[config.mk]
export PLATFORM = sky130hd
export DESIGN_NAME = seg_scan_driver
export DESIGN_NICKNAME = d
export VERILOG_FILES = /design/src/rtl/seg_scan_driver_pkg.sv /design/src/rtl/seg_scan_driver_seg7_decode.sv /design/src/rtl/seg_scan_driver.sv
export SDC_FILE = /design/constraint.sdc
export NUM_CORES = 1
export LEC_CHECK = 0
export CORE_MARGIN = 1
export CORE_UTILIZATION = 39
export DETAILED_ROUTE_END_ITERATION = 7
export PLACE_DENSITY_LB_ADDON = 0.3
export SLEW_MARGIN = 25
export SYNTH_ARGS = -nofsm -noshare
export SYNTH_HDL_FRONTEND = slang
export SYNTH_SLANG_ARGS = --single-unit
export TNS_END_PERCENT = 1
[constraint.sdc]
create_clock -name clk -period 1.8 [get_ports clk]
set_clock_uncertainty 0.15 [all_clocks]
set_input_delay 0.27 -clock clk [delete_from_list [all_inputs] [get_ports clk]]
set_output_delay 0.27 -clock clk [all_outputs]
set_load 0.005 [all_outputs]
[src/rtl/seg_scan_driver_pkg.sv]
// seg_pkg: shared constants for the 2-digit 7-segment scan driver.
//   SEG_0..SEG_9 : active-low {g,f,e,d,c,b,a} glyphs for BCD digits
//   SEG_DASH     : out-of-range indicator for codes 10..15
//   SEG_OFF      : every segment dark
//   AN_*         : active-low anode patterns (an[0] = ones, an[1] = tens)
//   sel_e        : which digit the scanner is currently driving
package seg_pkg;

  localparam logic [6:0] SEG_0    = 7'h40;
  localparam logic [6:0] SEG_1    = 7'h79;
  localparam logic [6:0] SEG_2    = 7'h24;
  localparam logic [6:0] SEG_3    = 7'h30;
  localparam logic [6:0] SEG_4    = 7'h19;
  localparam logic [6:0] SEG_5    = 7'h12;
  localparam logic [6:0] SEG_6    = 7'h02;
  localparam logic [6:0] SEG_7    = 7'h78;
  localparam logic [6:0] SEG_8    = 7'h00;
  localparam logic [6:0] SEG_9    = 7'h10;
  localparam logic [6:0] SEG_DASH = 7'h3F;
  localparam logic [6:0] SEG_OFF  = 7'h7F;

  localparam logic [1:0] AN_OFF  = 2'b11;
  localparam logic [1:0] AN_ONES = 2'b10;
  localparam logic [1:0] AN_TENS = 2'b01;

  typedef enum logic {
    SEL_ONES = 1'b0,
    SEL_TENS = 1'b1
  } sel_e;

endpackage

[src/rtl/seg_scan_driver_seg7_decode.sv]
// seg7_decode: combinational BCD to active-low 7-segment decoder.
//   digit : 4-bit code; 0..9 map to glyphs, 10..15 show a dash
//   seg_n : {g,f,e,d,c,b,a}, 0 = segment lit
module seg7_decode
  import seg_pkg::*;
(
  input  logic [3:0] digit,
  output logic [6:0] seg_n
);

  // Glyph lookup; anything outside 0..9 is flagged with a dash, never blank.
  always_comb begin
    seg_n = SEG_DASH;
    case (digit)
      4'd0:    seg_n = SEG_0;
      4'd1:    seg_n = SEG_1;
      4'd2:    seg_n = SEG_2;
      4'd3:    seg_n = SEG_3;
      4'd4:    seg_n = SEG_4;
      4'd5:    seg_n = SEG_5;
      4'd6:    seg_n = SEG_6;
      4'd7:    seg_n = SEG_7;
      4'd8:    seg_n = SEG_8;
      4'd9:    seg_n = SEG_9;
      default: seg_n = SEG_DASH;
    endcase
  end

endmodule

[src/rtl/seg_scan_driver.sv]
// seg_scan_driver: latches a tens/ones BCD pair and time-multiplexes it onto
// a 2-digit common-anode 7-segment display.
//   clk, rst   : clock, synchronous active-high reset
//   load       : capture strobe for tens/ones
//   tens, ones : BCD digits from split_digits
//   blank_lz   : hide a tens digit of 0
//   blink_en   : blink the whole display (wrong-answer flag)
//   seg        : registered active-low segments {g,f,e,d,c,b,a}
//   an         : registered active-low anodes, an[0] = ones, an[1] = tens
module seg_scan_driver
  import seg_pkg::*;
#(
  parameter int SCAN_DIV    = 50000,
  parameter int BLINK_TICKS = 64
) (
  input  logic       clk,
  input  logic       rst,
  input  logic       load,
  input  logic [3:0] tens,
  input  logic [3:0] ones,
  input  logic       blank_lz,
  input  logic       blink_en,
  output logic [6:0] seg,
  output logic [1:0] an
);

  localparam int PW = $clog2(SCAN_DIV);
  localparam int BW = (BLINK_TICKS > 1) ? $clog2(BLINK_TICKS) : 1;
  localparam logic [PW-1:0] PRESC_LAST = PW'(SCAN_DIV - 1);
  localparam logic [BW-1:0] BLINK_LAST = BW'(BLINK_TICKS - 1);

  logic [PW-1:0] presc_q, presc_d;
  sel_e          sel_q, sel_d;
  logic          dead_q, dead_d;
  logic [BW-1:0] blink_cnt_q, blink_cnt_d;
  logic          blink_on_q, blink_on_d;
  logic [3:0]    tens_q, tens_d;
  logic [3:0]    ones_q, ones_d;
  logic [6:0]    seg_q, seg_d;
  logic [1:0]    an_q, an_d;

  logic          tick_s;
  logic [3:0]    shown_digit_s;
  logic [6:0]    dec_seg_s;
  logic          phase_on_s;
  logic          blanked_s;

  seg7_decode u_decode (
    .digit (shown_digit_s),
    .seg_n (dec_seg_s)
  );

  // Next-state: prescaler, digit select, dead cycle, blink and digit latches.
  always_comb begin
    tick_s      = (presc_q == PRESC_LAST);
    presc_d     = presc_q;
    sel_d       = sel_q;
    dead_d      = 1'b0;
    blink_cnt_d = blink_cnt_q;
    blink_on_d  = blink_on_q;
    tens_d      = tens_q;
    ones_d      = ones_q;

    if (tick_s) begin
      presc_d = {PW{1'b0}};
      sel_d   = (sel_q == SEL_ONES) ? SEL_TENS : SEL_ONES;
      // One dark cycle while the anode moves keeps the old glyph from ghosting.
      dead_d  = 1'b1;
    end else begin
      presc_d = presc_q + PW'(1);
    end

    if (!blink_en) begin
      blink_cnt_d = {BW{1'b0}};
      blink_on_d  = 1'b1;
    end else if (tick_s) begin
      if (blink_cnt_q == BLINK_LAST) begin
        blink_cnt_d = {BW{1'b0}};
        blink_on_d  = ~blink_on_q;
      end else begin
        blink_cnt_d = blink_cnt_q + BW'(1);
      end
    end else begin
      blink_cnt_d = blink_cnt_q;
    end

    if (load) begin
      tens_d = tens;
      ones_d = ones;
    end else begin
      tens_d = tens_q;
      ones_d = ones_q;
    end
  end

  // Output decision: segments always track the selected digit; anodes blank.
  always_comb begin
    shown_digit_s = (sel_q == SEL_TENS) ? tens_q : ones_q;
    seg_d         = dec_seg_s;
    // Dropping blink_en must restore the display immediately, so the stale
    // phase register is ignored whenever blinking is off.
    phase_on_s    = (!blink_en) || blink_on_q;
    blanked_s     = dead_q || !phase_on_s ||
                    ((sel_q == SEL_TENS) && blank_lz && (tens_q == 4'd0));
    an_d          = AN_OFF;
    if (blanked_s) begin
      an_d = AN_OFF;
    end else if (sel_q == SEL_TENS) begin
      an_d = AN_TENS;
    end else begin
      an_d = AN_ONES;
    end
  end

  // State and output registers with synchronous reset.
  always_ff @(posedge clk) begin
    if (rst) begin
      presc_q     <= {PW{1'b0}};
      sel_q       <= SEL_ONES;
      dead_q      <= 1'b1;
      blink_cnt_q <= {BW{1'b0}};
      blink_on_q  <= 1'b1;
      tens_q      <= 4'd0;
      ones_q      <= 4'd0;
      seg_q       <= SEG_OFF;
      an_q        <= AN_OFF;
    end else begin
      presc_q     <= presc_d;
      sel_q       <= sel_d;
      dead_q      <= dead_d;
      blink_cnt_q <= blink_cnt_d;
      blink_on_q  <= blink_on_d;
      tens_q      <= tens_d;
      ones_q      <= ones_d;
      seg_q       <= seg_d;
      an_q        <= an_d;
    end
  end

  assign seg = seg_q;
  assign an  = an_q;

endmodule

==> results of run 1 <==
[report_power, final]
part	leakage, nW	total (mW)	switching, mW	internal (mW)
Combinational	0.610	0.183	0.0732	0.109
Clock	0.0482	0.613	0.303	0.309
Sequential	0.345	0.980	0.0172	0.963
Total	1.00	1.78	0.394	1.38
[through the flow]
stage | instance area, um2 | setup TNS (ps) | setup WS [ps]
3_5_place_dp | 2323 | 0 | 49.39
2_1_floorplan | 1936 | 0 | 33.18
6_report | 2467 | 0 | 26.33
4_1_cts | 2415 | 0 | 22.10
3_3_place_gp | 2323 | 0 | 73.14
5_1_grt | 2467 | -82.34 | -78.37
[sequential cells by signal, indices dropped and copies added, names as in the netlist]
signal / cells
an: 2
blink_cnt_q: 6
blink_on_q: 1
dead_q: 1
ones_q: 4
presc_q: 16
seg: 7
sel_q: 1
tens_q: 4
[cell usage in the layout, fill, tap and decap left out, types with 2 or more instances in the layout]
cell,Yosys,layout
sky130_fd_sc_hd__o21ai_0,4,3
sky130_fd_sc_hd__nand4_1,4,4
sky130_fd_sc_hd__buf_4,0,23
sky130_fd_sc_hd__clkdlybuf4s50_1,0,21
sky130_fd_sc_hd__inv_1,9,9
sky130_fd_sc_hd__a21o_1,2,2
sky130_fd_sc_hd__ha_1,8,7
sky130_fd_sc_hd__nand2_1,11,11
sky130_fd_sc_hd__dfxtp_2,0,4
sky130_fd_sc_hd__nand3_1,7,7
sky130_fd_sc_hd__nor3_1,7,7
sky130_fd_sc_hd__xnor2_1,12,12
sky130_fd_sc_hd__mux2i_1,13,12
sky130_fd_sc_hd__mux2_2,2,2
sky130_fd_sc_hd__o21ai_1,1,2
sky130_fd_sc_hd__or2_1,2,2
sky130_fd_sc_hd__nor2_1,31,31
sky130_fd_sc_hd__xor2_1,2,2
sky130_fd_sc_hd__or3_1,3,3
sky130_fd_sc_hd__nand2b_1,5,5
sky130_fd_sc_hd__nor4_1,5,5
sky130_fd_sc_hd__dfxtp_1,42,38
sky130_fd_sc_hd__clkbuf_8,0,6
sky130_fd_sc_hd__a21oi_1,8,8
[synth_stat cells, types with 2 or more instances]
cell type	instances	share of area
sky130_fd_sc_hd__o21ai_0	4	0.010
sky130_fd_sc_hd__buf_2	2	0.0052
sky130_fd_sc_hd__ha_1	8	0.052
sky130_fd_sc_hd__nor3_1	7	0.018
sky130_fd_sc_hd__xnor2_1	12	0.055
sky130_fd_sc_hd__inv_1	9	0.018
sky130_fd_sc_hd__or3_1	3	0.0098
sky130_fd_sc_hd__a21o_1	2	0.0078
sky130_fd_sc_hd__or2_1	2	0.0065
sky130_fd_sc_hd__nor2_1	31	0.061
sky130_fd_sc_hd__clkbuf_1	3	0.0059
sky130_fd_sc_hd__xor2_1	2	0.0091
sky130_fd_sc_hd__dfxtp_1	42	0.44
sky130_fd_sc_hd__mux2i_1	13	0.068
sky130_fd_sc_hd__a21oi_1	8	0.021
sky130_fd_sc_hd__mux2_2	2	0.012
sky130_fd_sc_hd__nor4_1	5	0.016
sky130_fd_sc_hd__nand2_1	11	0.021
sky130_fd_sc_hd__nand4_1	4	0.013
sky130_fd_sc_hd__nand2b_1	5	0.016
sky130_fd_sc_hd__buf_6	2	0.012
sky130_fd_sc_hd__nand3_1	7	0.018
[how the worst max path moves through the flow]
| stage | start | end |
|---|---|---|
| 6_report | presc_q[11] | blink_cnt_q[0] |
| 3_5_place_dp | presc_q[13] | blink_cnt_q[3] |
| 4_1_cts | presc_q[13] | blink_cnt_q[3] |
| 2_1_floorplan | sel_q | seg[5] |
| 3_3_place_gp | presc_q[13] | blink_cnt_q[3] |
| 5_1_grt | presc_q[11] | blink_cnt_q[0] |
[cell families after synthesis]
kind of cell,Yosys count,synth area share
buffers and inverters,17,0.04294
XOR/XNOR,14,0.06376
AO/OA/AOI/OAI,21,0.06832
flip-flops,42,0.4372
AND/OR/NAND/NOR,87,0.2485
multiplexers,16,0.08718
adder cells (fa/ha/maj),8,0.05205
[tightest hold or removal path: stages, from the launching register on]
cell,delay [ps]
sky130_fd_sc_hd__dfxtp_1,310
sky130_fd_sc_hd__a211oi_1,60
sky130_fd_sc_hd__nand2b_1,60
[timing repair]
item,4_1_cts,5_1_grt
setup endpoints to repair,0,9
hold buffers,0,0
resized for setup,0,6
buffers inserted,0,4
[layer usage]
metal | global-route usage | wire length [um] | share of wire
met1 | 0.1771 | 1678 | 0.47
met2 | 0.2555 | 1744 | 0.48
met3 | 0.02639 | 106 | 0.029
met4 | 0.07843 | 78 | 0.022
met5 | 0 | 0 | 0
[cell type report]
cell class	count	area, um2
clock buffers	7	86.33
multi-input cells	147	1030
clock inverters	1	5.005
inverters	9	33.78
well taps	67	83.83
repair buffers	44	382.9
fillers	444	2256
flip-flops and latches	42	845.8
==> flow_metrics.env, run 1 <==
export IMPL_leakagePower_nw=1.003
export IMPL_place_hpwl_um=2534
export IMPL_via_count_of_the_first_global_routing_pass=1415
export IMPL_synthCells=205
export IMPL_status="complete, no violations"
export IMPL_synth_top_flop_cell="sky130_fd_sc_hd__dfxtp_1"
export IMPL_die_width_um=72.22
export IMPL_yosys_warnings=0
export IMPL_path_depth=5
export IMPL_clock_latency_at_the_later_pin_of_the_worst_skew_pair_ps=290
export IMPL_cts_sinks=42
export IMPL_yosysSeqAreaShare=0.4372
export IMPL_drt_antenna_violating_nets=0
export IMPL_grt_setup_unrepaired="true"
export IMPL_core_area_mm2=0.004723
export IMPL_cts_h_tree_lvls=2
export IMPL_grt_antenna_before_repair=0
export IMPL_slew_headroom=0.7709
export IMPL_path_buf_inv=1
export IMPL_placementRows=25
export IMPL_layout_min_cycle_time_ps=1774
export IMPL_detail_route_first_pass_iterations=4
export IMPL_cts_buffers_inserted=5
export IMPL_clock_edge_transition_at_the_registers_on_the_reported_setup_and_hold_paths_ps=80
export IMPL_post_place_cells=304
export IMPL_tritoncts_clock_tree="yes"
export IMPL_finish_net_count=270
export IMPL_via_count=1514
export IMPL_final_util=0.5224
export IMPL_arrival_time_at_the_worst_endpoint_ps=1850
export IMPL_drive_above_1_share=0.1880
export IMPL_route_final_wire_length_um=3607
export IMPL_drv_cap=0
export IMPL_critical_path_cell_chain="nor4b_4 -> buf_4 -> nand4b_2 -> or3b_1 -> a21oi_1"
export IMPL_routed_wire_length_per_instance_um=11.38
export IMPL_required_time_at_the_worst_slack_endpoint_ps=1880
export IMPL_cts_path_max_buffers=2
export IMPL_power_density_mw_per_mm2=719.6
export IMPL_synthArstFlopShare=0
export IMPL_drc_errors=0
export IMPL_hold_path_class="reg2reg"
export IMPL_grt_use_total=0.1488
export IMPL_finalNonFillerCells=317
export IMPL_detail_route_vias_per_cell=4.776
export IMPL_grt_first_pass_wirelength_um=6030
export IMPL_hold_viol_final=0
export IMPL_regToRegEndpoint="blink_cnt_q[0]"
export IMPL_die_area_mm2=0.005216
export IMPL_worstPathMaxFanout=5
export IMPL_r2r_worst_path_cells=5
export IMPL_vdd_ir_drop_max_uv=361.8
export IMPL_synth_seq_cells=42
export IMPL_post_synth_num_cell_types=43
export IMPL_min_period_over_period=0.9854
export IMPL_clk_root_buffer_cell="sky130_fd_sc_hd__clkbuf_8"
export IMPL_synthesis_area_mm2=0.001923
export IMPL_gr_total_overflow=0
export IMPL_hold_slack_ps=304.5
export IMPL_dr_first_iter_drc_count=90
export IMPL_timing_critical_path_max_delay_family="simple AND/OR/NAND/NOR gates"
export IMPL_final_weighted_congestion_in_routability_driven_placement=0.7835
export IMPL_worstHoldEndpoint="an[0]"
export IMPL_grt_start_max_net_pins=21
export IMPL_initial_utilization=0.4072
export IMPL_cp_slowest_cell="sky130_fd_sc_hd__or3b_1"
export IMPL_num_antenna_cells=0
export IMPL_setup_violating_endpoint_count_in_the_final_report=0
export IMPL_critical_path_max_stage_delay_ps=400
export IMPL_p_total_mw=1.776
export IMPL_timing_critical_path_from_type="flip-flop"
export IMPL_worstReg2RegStart="presc_q[11]"
export IMPL_synth_edff_count=0
export IMPL_worstSetupEndpointType="flip-flop"
export IMPL_maxSlewViolCount=0
export IMPL_hold_depth=2
export IMPL_critPathKind="reg2reg"
export IMPL_ff2ff_setup_slack_ps=30
export IMPL_max_clock_freq_mhz=563.8
export IMPL_area_growth_synth_to_final_pct=28.30
export IMPL_number_of_i_o_pins=22
export IMPL_worstMarginPinSlew_ps=340.5
export IMPL_numPortBuffers=21
export IMPL_die_h_um=72.22
export IMPL_synth_area_per_cell_um2=9.381
export IMPL_timing_hold_worst_start="dead_q"
export IMPL_syn_num_nets=226
Power figures use the tool's default switching activity.
==> inputs of run 2 (changes only) <==
Settings changed: TNS_END_PERCENT 1 to 5.
==> results of run 2 <==
Final layout, timing and power as in run 1 (identical DEF).
